<file path="src/rtl/readout_counters_pkg.sv">
// Shared constants and helpers for the CFEB readout counter core.
package readout_counters_pkg;

  // Walk order of the eight SCA samples within one block
  localparam logic [2:0] GRAY3_SEQ [8] = '{
    3'b000, 3'b001, 3'b011, 3'b010, 3'b110, 3'b111, 3'b101, 3'b100
  };

  function automatic logic [3:0] bin2gray4(input logic [3:0] b);
    return b ^ (b >> 1);
  endfunction

  // Position of a Gray code within GRAY3_SEQ (reflected-Gray decode)
  function automatic logic [2:0] gray3_to_idx(input logic [2:0] g);
    logic [2:0] b;
    b[2] = g[2];
    b[1] = b[2] ^ g[1];
    b[0] = b[1] ^ g[0];
    return b;
  endfunction

  function automatic logic [2:0] gray3_next(input logic [2:0] g);
    logic [2:0] idx;
    idx = gray3_to_idx(g) + 3'd1;
    return GRAY3_SEQ[idx];
  endfunction

  function automatic logic [2:0] gray3_prev(input logic [2:0] g);
    logic [2:0] idx;
    idx = gray3_to_idx(g) - 3'd1;
    return GRAY3_SEQ[idx];
  endfunction

  function automatic logic maj3(input logic a, input logic b, input logic c);
    return (a & b) | (a & c) | (b & c);
  endfunction

endpackage

</file>
<file path="src/rtl/readout_counters_shift_dly.sv">
// CE-gated delay line of DEPTH stages with synchronous clear and optional
// triplicated storage.
module shift_dly
  import readout_counters_pkg::*;
#(
  parameter int TMR   = 0,
  parameter int DEPTH = 8
) (
  input  logic CLK,
  input  logic RST_N,
  input  logic CE,
  input  logic CLR,
  input  logic D,
  output logic Q
);

  localparam int NCOPY = (TMR != 0) ? 3 : 1;

  logic [NCOPY-1:0][DEPTH-1:0] sr_copy_reg;
  logic [DEPTH-1:0]            sr_vote;
  logic [DEPTH-1:0]            sr_next;

  genvar gi;
  generate
    for (gi = 0; gi < DEPTH; gi++) begin : g_stage
      if (TMR != 0) begin : g_tmr
        assign sr_vote[gi] = maj3(sr_copy_reg[0][gi], sr_copy_reg[1][gi], sr_copy_reg[2][gi]);
      end else begin : g_single
        assign sr_vote[gi] = sr_copy_reg[0][gi];
      end
      // Stage 0 takes the input, every later stage takes its predecessor
      if (gi == 0) begin : g_head
        assign sr_next[gi] = CE ? D : sr_vote[gi];
      end else begin : g_body
        assign sr_next[gi] = CE ? sr_vote[gi-1] : sr_vote[gi];
      end
    end
  endgenerate

  // Every copy loads the voted next value so an upset copy reconverges
  always_ff @(posedge CLK) begin
    for (int i = 0; i < NCOPY; i++) begin
      if (!RST_N || CLR) begin
        sr_copy_reg[i] <= '0;
      end else begin
        sr_copy_reg[i] <= sr_next;
      end
    end
  end

  assign Q = sr_vote[DEPTH-1];

endmodule

</file>
<file path="src/rtl/readout_counters.sv">
// Channel Gray counter, bidirectional sample Gray counter and L1A delay line
// of the CFEB SCA readout sequencer.
module readout_counters
  import readout_counters_pkg::*;
#(
  parameter int TMR   = 0,
  parameter int DEPTH = 8
) (
  input  logic       CLK,
  input  logic       RST_N,
  input  logic       GC_CLR,
  input  logic       GC_CE,
  output logic [3:0] ADO,
  output logic [3:0] AD,
  output logic       TC,
  input  logic       START,
  input  logic       SMP_CE,
  input  logic       UPSIE,
  output logic [2:0] SAMP,
  input  logic       DLY_CE,
  input  logic       DLY_I,
  output logic       DLY_O
);

  localparam int NCOPY = (TMR != 0) ? 3 : 1;

  logic [NCOPY-1:0][3:0] ad_copy_reg;
  logic [NCOPY-1:0][3:0] ado_copy_reg;
  logic [NCOPY-1:0][2:0] samp_copy_reg;

  logic [3:0] ad_vote, ado_vote, ad_next, ado_next;
  logic [2:0] samp_vote, samp_next;

  genvar gi;
  generate
    if (TMR != 0) begin : g_vote
      for (gi = 0; gi < 4; gi++) begin : g_ch
        assign ad_vote[gi]  = maj3(ad_copy_reg[0][gi], ad_copy_reg[1][gi], ad_copy_reg[2][gi]);
        assign ado_vote[gi] = maj3(ado_copy_reg[0][gi], ado_copy_reg[1][gi], ado_copy_reg[2][gi]);
      end
      for (gi = 0; gi < 3; gi++) begin : g_smp
        assign samp_vote[gi] = maj3(samp_copy_reg[0][gi], samp_copy_reg[1][gi], samp_copy_reg[2][gi]);
      end
    end else begin : g_novote
      assign ad_vote   = ad_copy_reg[0];
      assign ado_vote  = ado_copy_reg[0];
      assign samp_vote = samp_copy_reg[0];
    end
  endgenerate

  // Next-state for both counters: clear/load take priority over stepping
  always_comb begin
    ad_next = ad_vote;
    if (GC_CLR) begin
      ad_next = 4'd0;
    end else if (GC_CE) begin
      ad_next = ad_vote + 4'd1;
    end
    // Gray address is registered alongside AD so ADO never glitches
    ado_next = bin2gray4(ad_next);

    samp_next = samp_vote;
    if (START) begin
      samp_next = UPSIE ? 3'b000 : 3'b100;
    end else if (SMP_CE) begin
      samp_next = UPSIE ? gray3_next(samp_vote) : gray3_prev(samp_vote);
    end
  end

  // Counter register groups; each copy reloads from the voted next state
  always_ff @(posedge CLK) begin
    for (int i = 0; i < NCOPY; i++) begin
      if (!RST_N) begin
        ad_copy_reg[i]   <= 4'd0;
        ado_copy_reg[i]  <= 4'd0;
        samp_copy_reg[i] <= 3'b000;
      end else begin
        ad_copy_reg[i]   <= ad_next;
        ado_copy_reg[i]  <= ado_next;
        samp_copy_reg[i] <= samp_next;
      end
    end
  end

  assign AD   = ad_vote;
  assign ADO  = ado_vote;
  assign TC   = (ad_vote == 4'd15);
  assign SAMP = samp_vote;

  shift_dly #(
    .TMR   (TMR),
    .DEPTH (DEPTH)
  ) u_dly (
    .CLK   (CLK),
    .RST_N (RST_N),
    .CE    (DLY_CE),
    .CLR   (1'b0),
    .D     (DLY_I),
    .Q     (DLY_O)
  );

endmodule

</file>
<file path="config.mk">
export PLATFORM = sky130hd
export DESIGN_NAME = readout_counters
export DESIGN_NICKNAME = d
export VERILOG_FILES = /design/src/rtl/readout_counters_pkg.sv /design/src/rtl/readout_counters_shift_dly.sv /design/src/rtl/readout_counters.sv
export SDC_FILE = /design/constraint.sdc
export NUM_CORES = 1
export LEC_CHECK = 0
export BUFFER_PORTS_ARGS = -buffer_cell sky130_fd_sc_hd__buf_2
export CAP_MARGIN = 20
export CORE_MARGIN = 10
export CORE_UTILIZATION = 47
export CTS_BUF_LIST = sky130_fd_sc_hd__clkbuf_8
export DETAILED_ROUTE_END_ITERATION = 7
export PLACE_DENSITY = 0.72
export SLEW_MARGIN = 20
export SYNTH_ARGS = -nofsm -noshare
export SYNTH_HDL_FRONTEND = slang
export SYNTH_HIERARCHICAL = 1
export SYNTH_SLANG_ARGS = --single-unit
export TNS_END_PERCENT = 10
</file>
<file path="constraint.sdc">
create_clock -name CLK -period 1.5 [get_ports CLK]
set_clock_uncertainty 0.05 [all_clocks]
set_input_delay 0.3 -clock CLK [delete_from_list [all_inputs] [get_ports CLK]]
set_output_delay 0.3 -clock CLK [all_outputs]
set_load 0.005 [all_outputs]
</file>
==> flow_summary_export.csv, run 1 <==
group,metric,value,unit
grt,antenna_found_initial,0,
hold_path,hp-class,"in -> reg",
setup_path,critical-path-top-delay-family,"flip-flops",
floorplan,die_w,62.9,microns
setup_path,worstSetupPathType,"reg -> out",
floorplan,die_area,3960,sq um
synth,yosysSeqAreaShare,0.417,
job,maxCapViolCount,0,
synth,ys.flop_type,"dfxtp_1",
cells_and_area,multi_input_area,470,sq um
synth,syn_inst,89,
setup_path,critPathMaxFanout,6,
routing,vias,683,
routing,ant_nets,0,
setup_path,start_kind,"register",
cells_and_area,layout-drive-gt1-share,0.313,
routing,viasPerCell,4.99,
run_status,status,"finished, final reports clean",
cells_and_area,fin_util,0.609,
floorplan,ios,22,
sta,rsz0062_at_grt,"false",
cells_and_area,area_growth,21.6,%
sta,max_freq,0.707,GHz
clocking,htree_levels,1,
power,power_density,934,nW/um^2
setup_path,cp_slowest_cell,"dfxtp_2",
cells_and_area,fin_nets,123,
setup_path,ff2ff_path_depth,3,
hold_path,min_to,"u_dly/sr_copy_reg[0]",
clocking,post-cts-setup-buffers,0,
grt,grt_overflow,0,
placed_design,gp_congestion,0.746,
floorplan,core_area,1730,sq um
grt,grt_first_pass_wirelength,3020,microns
hold_path,hp-start,"DLY_I",
grt,grt_max_degree,11,
routing,wire_per_inst,12.8,microns
synth,synth_seq_cells,18,
floorplan,row_count,15,
sta,period_share,0.943,
clocking,cts_inserted_buffers,3,
sta,maxSlewViolCount,0,
setup_path,crit_path_end_kind,"output port",
cells_and_area,fillers,171,
floorplan,initial_utilization,0.501,
sta,fin_crit,1.41,ns
clocking,cts_tree,"yes",
synth,ys_types,32,
power,p_clk_frac,0.396,
clocking,cts_root_buf,"clkbuf_8",
setup_path,cp_data_required_time,1.15,ns
routing,drcViolationCount,0,
setup_path,max_stage_delay,0.39,ns
synth,synth_edf_count,0,
synth,synth_top_area_frac,0.417,
synth,ys.warnings.count,6,
placed_design,portBuffers,21,
synth,synth_area_leaders,"dfxtp_1 (42%), mux2i_1 (9.3%), nor2_1 (5.6%)",
hold_path,whs_path_depth,3,
placed_design,dp_hpwl,1320,microns
setup_path,crit_chain,"ha_4 -> and3_1 -> buf_2",
routing,firstDrtPassIters,4,
synth,yosysTopAreaCell,"dfxtp_1",
power,p_seq_frac,0.506,
synth,synthArstFlopShare,0,
clocking,postCtsHoldBufs,0,
setup_path,rr_endpoint,"ADO[2]",
cells_and_area,diodes,0,
power,p_int,767,uW
setup_path,cp.arrival,1.06,ns
setup_path,rr_startpoint,"AD[2]",
setup_path,r2r_slack,0.09,ns
synth,synth_nets,99,
routing,drt_iter0_drc,9,
synth,synthesis.area,865,sq um
sta,setup_violations,0,
grt,grt_pass1_vias,690,
setup_path,cp.depth,3,
clocking,clock_latency,0.25,ns
clocking,path_clk_slew,0.06,ns
power,swShare,0.219,
power,p_leak,0.000479,uW
power,vdd_drop_max,665,uV
routing,wirelength,1760,microns
power,power_frac_comb,0.098,
synth,syn_avg_cell_area,9.71,sq um
floorplan,dieHeight,62.9,microns
cells_and_area,largest_register_ffs,8,
setup_path,path_buf_inv,1,
clocking,cts_buffer_depth,2,
cells_and_area,seq_area,363,sq um
grt,grtUsageTotal,0.0904,
clocking,clock_sinks,18,
sta,tns,0,ns
power,p_sw,215,uW
sta,finalHoldViolations,0,
## tightest hold or removal path, delay by kind of cell
family                 cells  cell delay, ns
buffers and inverters      1            0.07
muxes                      1            0.05
and+or+nand+nor            1            0.07
## area by class of cell
type,count,share of cell area
well taps,25,0.0298
multi-input cells,64,0.448
clock buffers,4,0.0524
flip-flops and latches,18,0.345
inverters,3,0.0107
repair buffers,23,0.114
## placed cells by master (no fill, tap or decap), drive strengths merged
| cell type | n |
|---|---|
| a211oi | 1 |
| dfxtp | 18 |
| or3 | 1 |
| mux2i | 8 |
| and3 | 1 |
| o21ai | 2 |
| nor4b | 2 |
| nand2b | 3 |
| a21boi | 1 |
| clkbuf | 4 |
| a2111o | 1 |
| ha | 1 |
| nor2 | 13 |
| nand2 | 3 |
| inv | 3 |
| o31ai | 1 |
| o21a | 1 |
| mux2 | 2 |
| o2111a | 1 |
| xnor2 | 4 |
| a21oi | 5 |
| nor3b | 2 |
| and3b | 1 |
| conb | 1 |
| nand4 | 1 |
| a311oi | 1 |
| and2 | 2 |
| a41o | 1 |
| buf | 23 |
| and4bb | 1 |
| nor2b | 3 |
## Yosys cell counts (all sizes together), types with 2 or more instances
library cell	instances
nor3b	2
nor2	13
mux2	2
mux2i	8
buf	3
nand2b	3
nor2b	3
nor4b	2
and2	2
inv	3
xnor2	4
a21oi	5
o21ai	2
dfxtp	18
nand2	3
## through the flow
| step | worst slack [ns] | hold WS (ns) | std cells | area, sq um | power (uW) |
|---|---|---|---|---|---|
| floorplan | 0.0895 | 0.364 | 89 | 865 | 566 |
| global placement | 0.0728 | 0.417 | 133 | 981 | 598 |
| detailed placement | 0.0386 | 0.435 | 133 | 981 | 601 |
| CTS | 0.0240 | 0.234 | 137 | 1050 | 998 |
| global route | 0.0300 | 0.255 | 137 | 1050 | 1030 |
| finish | 0.0858 | 0.236 | 137 | 1050 | 982 |
## cell families after synthesis
group / share of synthesized area
xor gates and xnor gates: 0.0405
AOI/OAI and AO/OA: 0.123
buffers and inverters: 0.0535
and+or+nand+nor: 0.220
adders and majority gates: 0.0145
other: 0.00434
muxes: 0.127
DFF: 0.417
## routing by layer
layer	up-vias	wire, microns	global-route usage
li1	353	-	-
met5	-	0	0
met1	316	823	0.0938
met2	12	835	0.157
met4	0	13	0.0251
met3	2	82	0.0430
## worst max-delay path by stage
stage	from	end	slack, ns
2_1_floorplan	AD[0]	ADO[0]	0.09
3_3_place_gp	AD[0]	ADO[2]	0.07
3_5_place_dp	AD[1]	ADO[2]	0.04
4_1_cts	AD[0]	TC	0.02
6_report	AD[1]	TC	0.09
5_1_grt	AD[1]	TC	0.03
## power groups by stage
stage / combinational, uW / sequential (uW) / clock [uW]
2_1_floorplan: 59.7 / 507 / 0
3_3_place_gp: 92.4 / 506 / 0
3_5_place_dp: 94.9 / 506 / 0
4_1_cts: 96.3 / 496 / 406
5_1_grt: 107 / 498 / 424
6_report: 96.5 / 497 / 388
## timing repair
item | 4_1_cts | 5_1_grt
endpoints found under the setup margin | 1 | 1
resized for setup | 3 | 1
gates cloned | 0 | 0
Note: power is estimated with default switching activity, not from simulation.
==> run 2, diff against run 1 <==
==> constraint.sdc (replaced) <==
create_clock -name CLK -period 1.5 [get_ports CLK]
set_clock_uncertainty 0.05 [all_clocks]
set_input_delay 0 -clock CLK [delete_from_list [all_inputs] [get_ports CLK]]
set_output_delay 0 -clock CLK [all_outputs]
set_load 0.005 [all_outputs]
==> flow_summary_export.csv, run 2 (synthesis results as in run 1) <==
group,metric,value,unit
run_status,status,"finished, final reports clean",
power,power_density,937,nW/um^2
sta,period_share,0.941,
power,p_clk_frac,0.401,
sta,maxSlewViolCount,0,
floorplan,ios,22,
power,fin_total_pwr,988,uW
cells_and_area,largest_register_ffs,8,
placed_design,portBuffers,21,
setup_path,cp-startpoint,"AD[1]",
floorplan,die_area,3960,sq um
clocking,cts_inserted_buffers,3,
cells_and_area,area_growth,21.9,%
sta,finalHoldViolations,0,
routing,drt_iter0_drc,6,
floorplan,dieHeight,62.9,microns
clocking,htree_levels,1,
placed_design,gp_congestion,0.743,
routing,drcViolationCount,0,
clocking,cts_tree,"yes",
floorplan,row_count,15,
power,swShare,0.223,
cells_and_area,final_cell_mix,"buf_2 (21), dfxtp_1 (16), nor2_1 (13)",
grt,grt_overflow,0,
sta,fin_crit,1.41,ns
power,p_leak,0.000482,uW
floorplan,initial_utilization,0.501,
sta,setup_violations,0,
power,power_frac_comb,0.097,
power,vdd_drop_max,588,uV
setup_path,start_kind,"register",
routing,ant_nets,0,
floorplan,die_w,62.9,microns
power,p_sw,220,uW
setup_path,cp.arrival,1.55,ns
setup_path,critPathMaxFanout,5,
routing,wirelength,1720,microns
routing,firstDrtPassIters,4,
sta,tns,0,ns
job,maxCapViolCount,0,
clocking,cts_buffer_depth,2,
grt,grtUsageTotal,0.0889,
routing,wire_per_inst,12.4,microns
clocking,cts_root_buf,"clkbuf_8",
routing,vias,698,
setup_path,crit_path_end_kind,"register",
placed_design,dp_hpwl,1300,microns
power,p_int,767,uW
routing,viasPerCell,5.06,
grt,antenna_found_initial,0,
hold_path,hp-class,"in -> reg",
cells_and_area,layout-drive-gt1-share,0.301,
power,p_seq_frac,0.502,
placed_design,dpl_worst_slack,0.0498,ns
cells_and_area,mostFrequentLayoutCell,"buf_2",
grt,grt_pass1_vias,700,
setup_path,worstSetupPathType,"reg -> reg",
cells_and_area,diodes,0,
clocking,path_clk_slew,0.07,ns
setup_path,rr_startpoint,"AD[1]",
sta,rsz0062_at_grt,"false",
hold_path,hp-start,"RST_N",
clocking,clock_sinks,18,
cells_and_area,fin_nets,124,
clocking,clock_latency,0.25,ns
floorplan,core_area,1730,sq um
sta,max_freq,0.709,GHz
sta,worst_slack,0.0892,ns
grt,grt_first_pass_wirelength,3010,microns
setup_path,cp_data_required_time,1.64,ns
grt,grt_max_degree,12,
==> run 2: layout make-up <==
type | count | area (sq um)
clock buffer | 4 | 55.1
fill | 153 | 673
inverter | 3 | 11.3
multi-input combinational | 64 | 460
sequential | 18 | 363
tap | 25 | 31.3
timing repair buffer | 24 | 133
==> run 2: repair_timing <==
action / CTS / global route
setup endpoints to repair: 0 / 3
setup buffers: 0 / 0
resized for setup: 0 / 3
endpoints found under the hold margin: 2 / 0
hold buffers: 2 / 0
==> run 2: path summary, 6_finish.rpt <==
| check | to | slack [ns] | cells past startpoint |
|---|---|---|---|
| worst min register to register | u_dly/sr_copy_reg[4] | 0.44 | 2 |
| worst max-delay path | ADO[0] | 0.09 | 4 |
| worst min-delay path | AD[3] | 0.01 | 2 |
| worst max register to register | ADO[0] | 0.09 | 4 |
==> run 2: critical path, cell delays in order (launching register included) <==
cell     delay (ns)
dfxtp_2        0.38
ha_2           0.29
and2_1         0.16
or3_1          0.34
a21oi_1        0.14
==> run 2: power groups by stage <==
| stage | Sequential [uW] | Clock, uW | Combinational [uW] |
|---|---|---|---|
| detailed placement | 506 | 0 | 92.5 |
| CTS | 495 | 407 | 96.8 |
| floorplan | 507 | 0 | 59.7 |
| global placement | 506 | 0 | 90.2 |
| global route | 497 | 419 | 108 |
| finish | 496 | 396 | 96.0 |
==> run 2: metrics by stage <==
stage	utilization	instance area (sq um)	instances	hold slack [ns]
after floorplan	-	865	89	0.0637
final	0.610	1050	138	0.0149
after CTS	0.607	1050	138	0.0165
after global routing	0.610	1050	138	0.0421
after detailed placement	0.564	973	132	0.196
after global placement	0.564	973	132	0.192
==> run 2: metal layers <==
metal | up-vias | global-route usage | routed length, microns
met5 | - | 0 | 0
met4 | 0 | 0.0419 | 13
met3 | 2 | 0.0233 | 71
met2 | 12 | 0.152 | 867
met1 | 327 | 0.0989 | 763
li1 | 357 | - | -
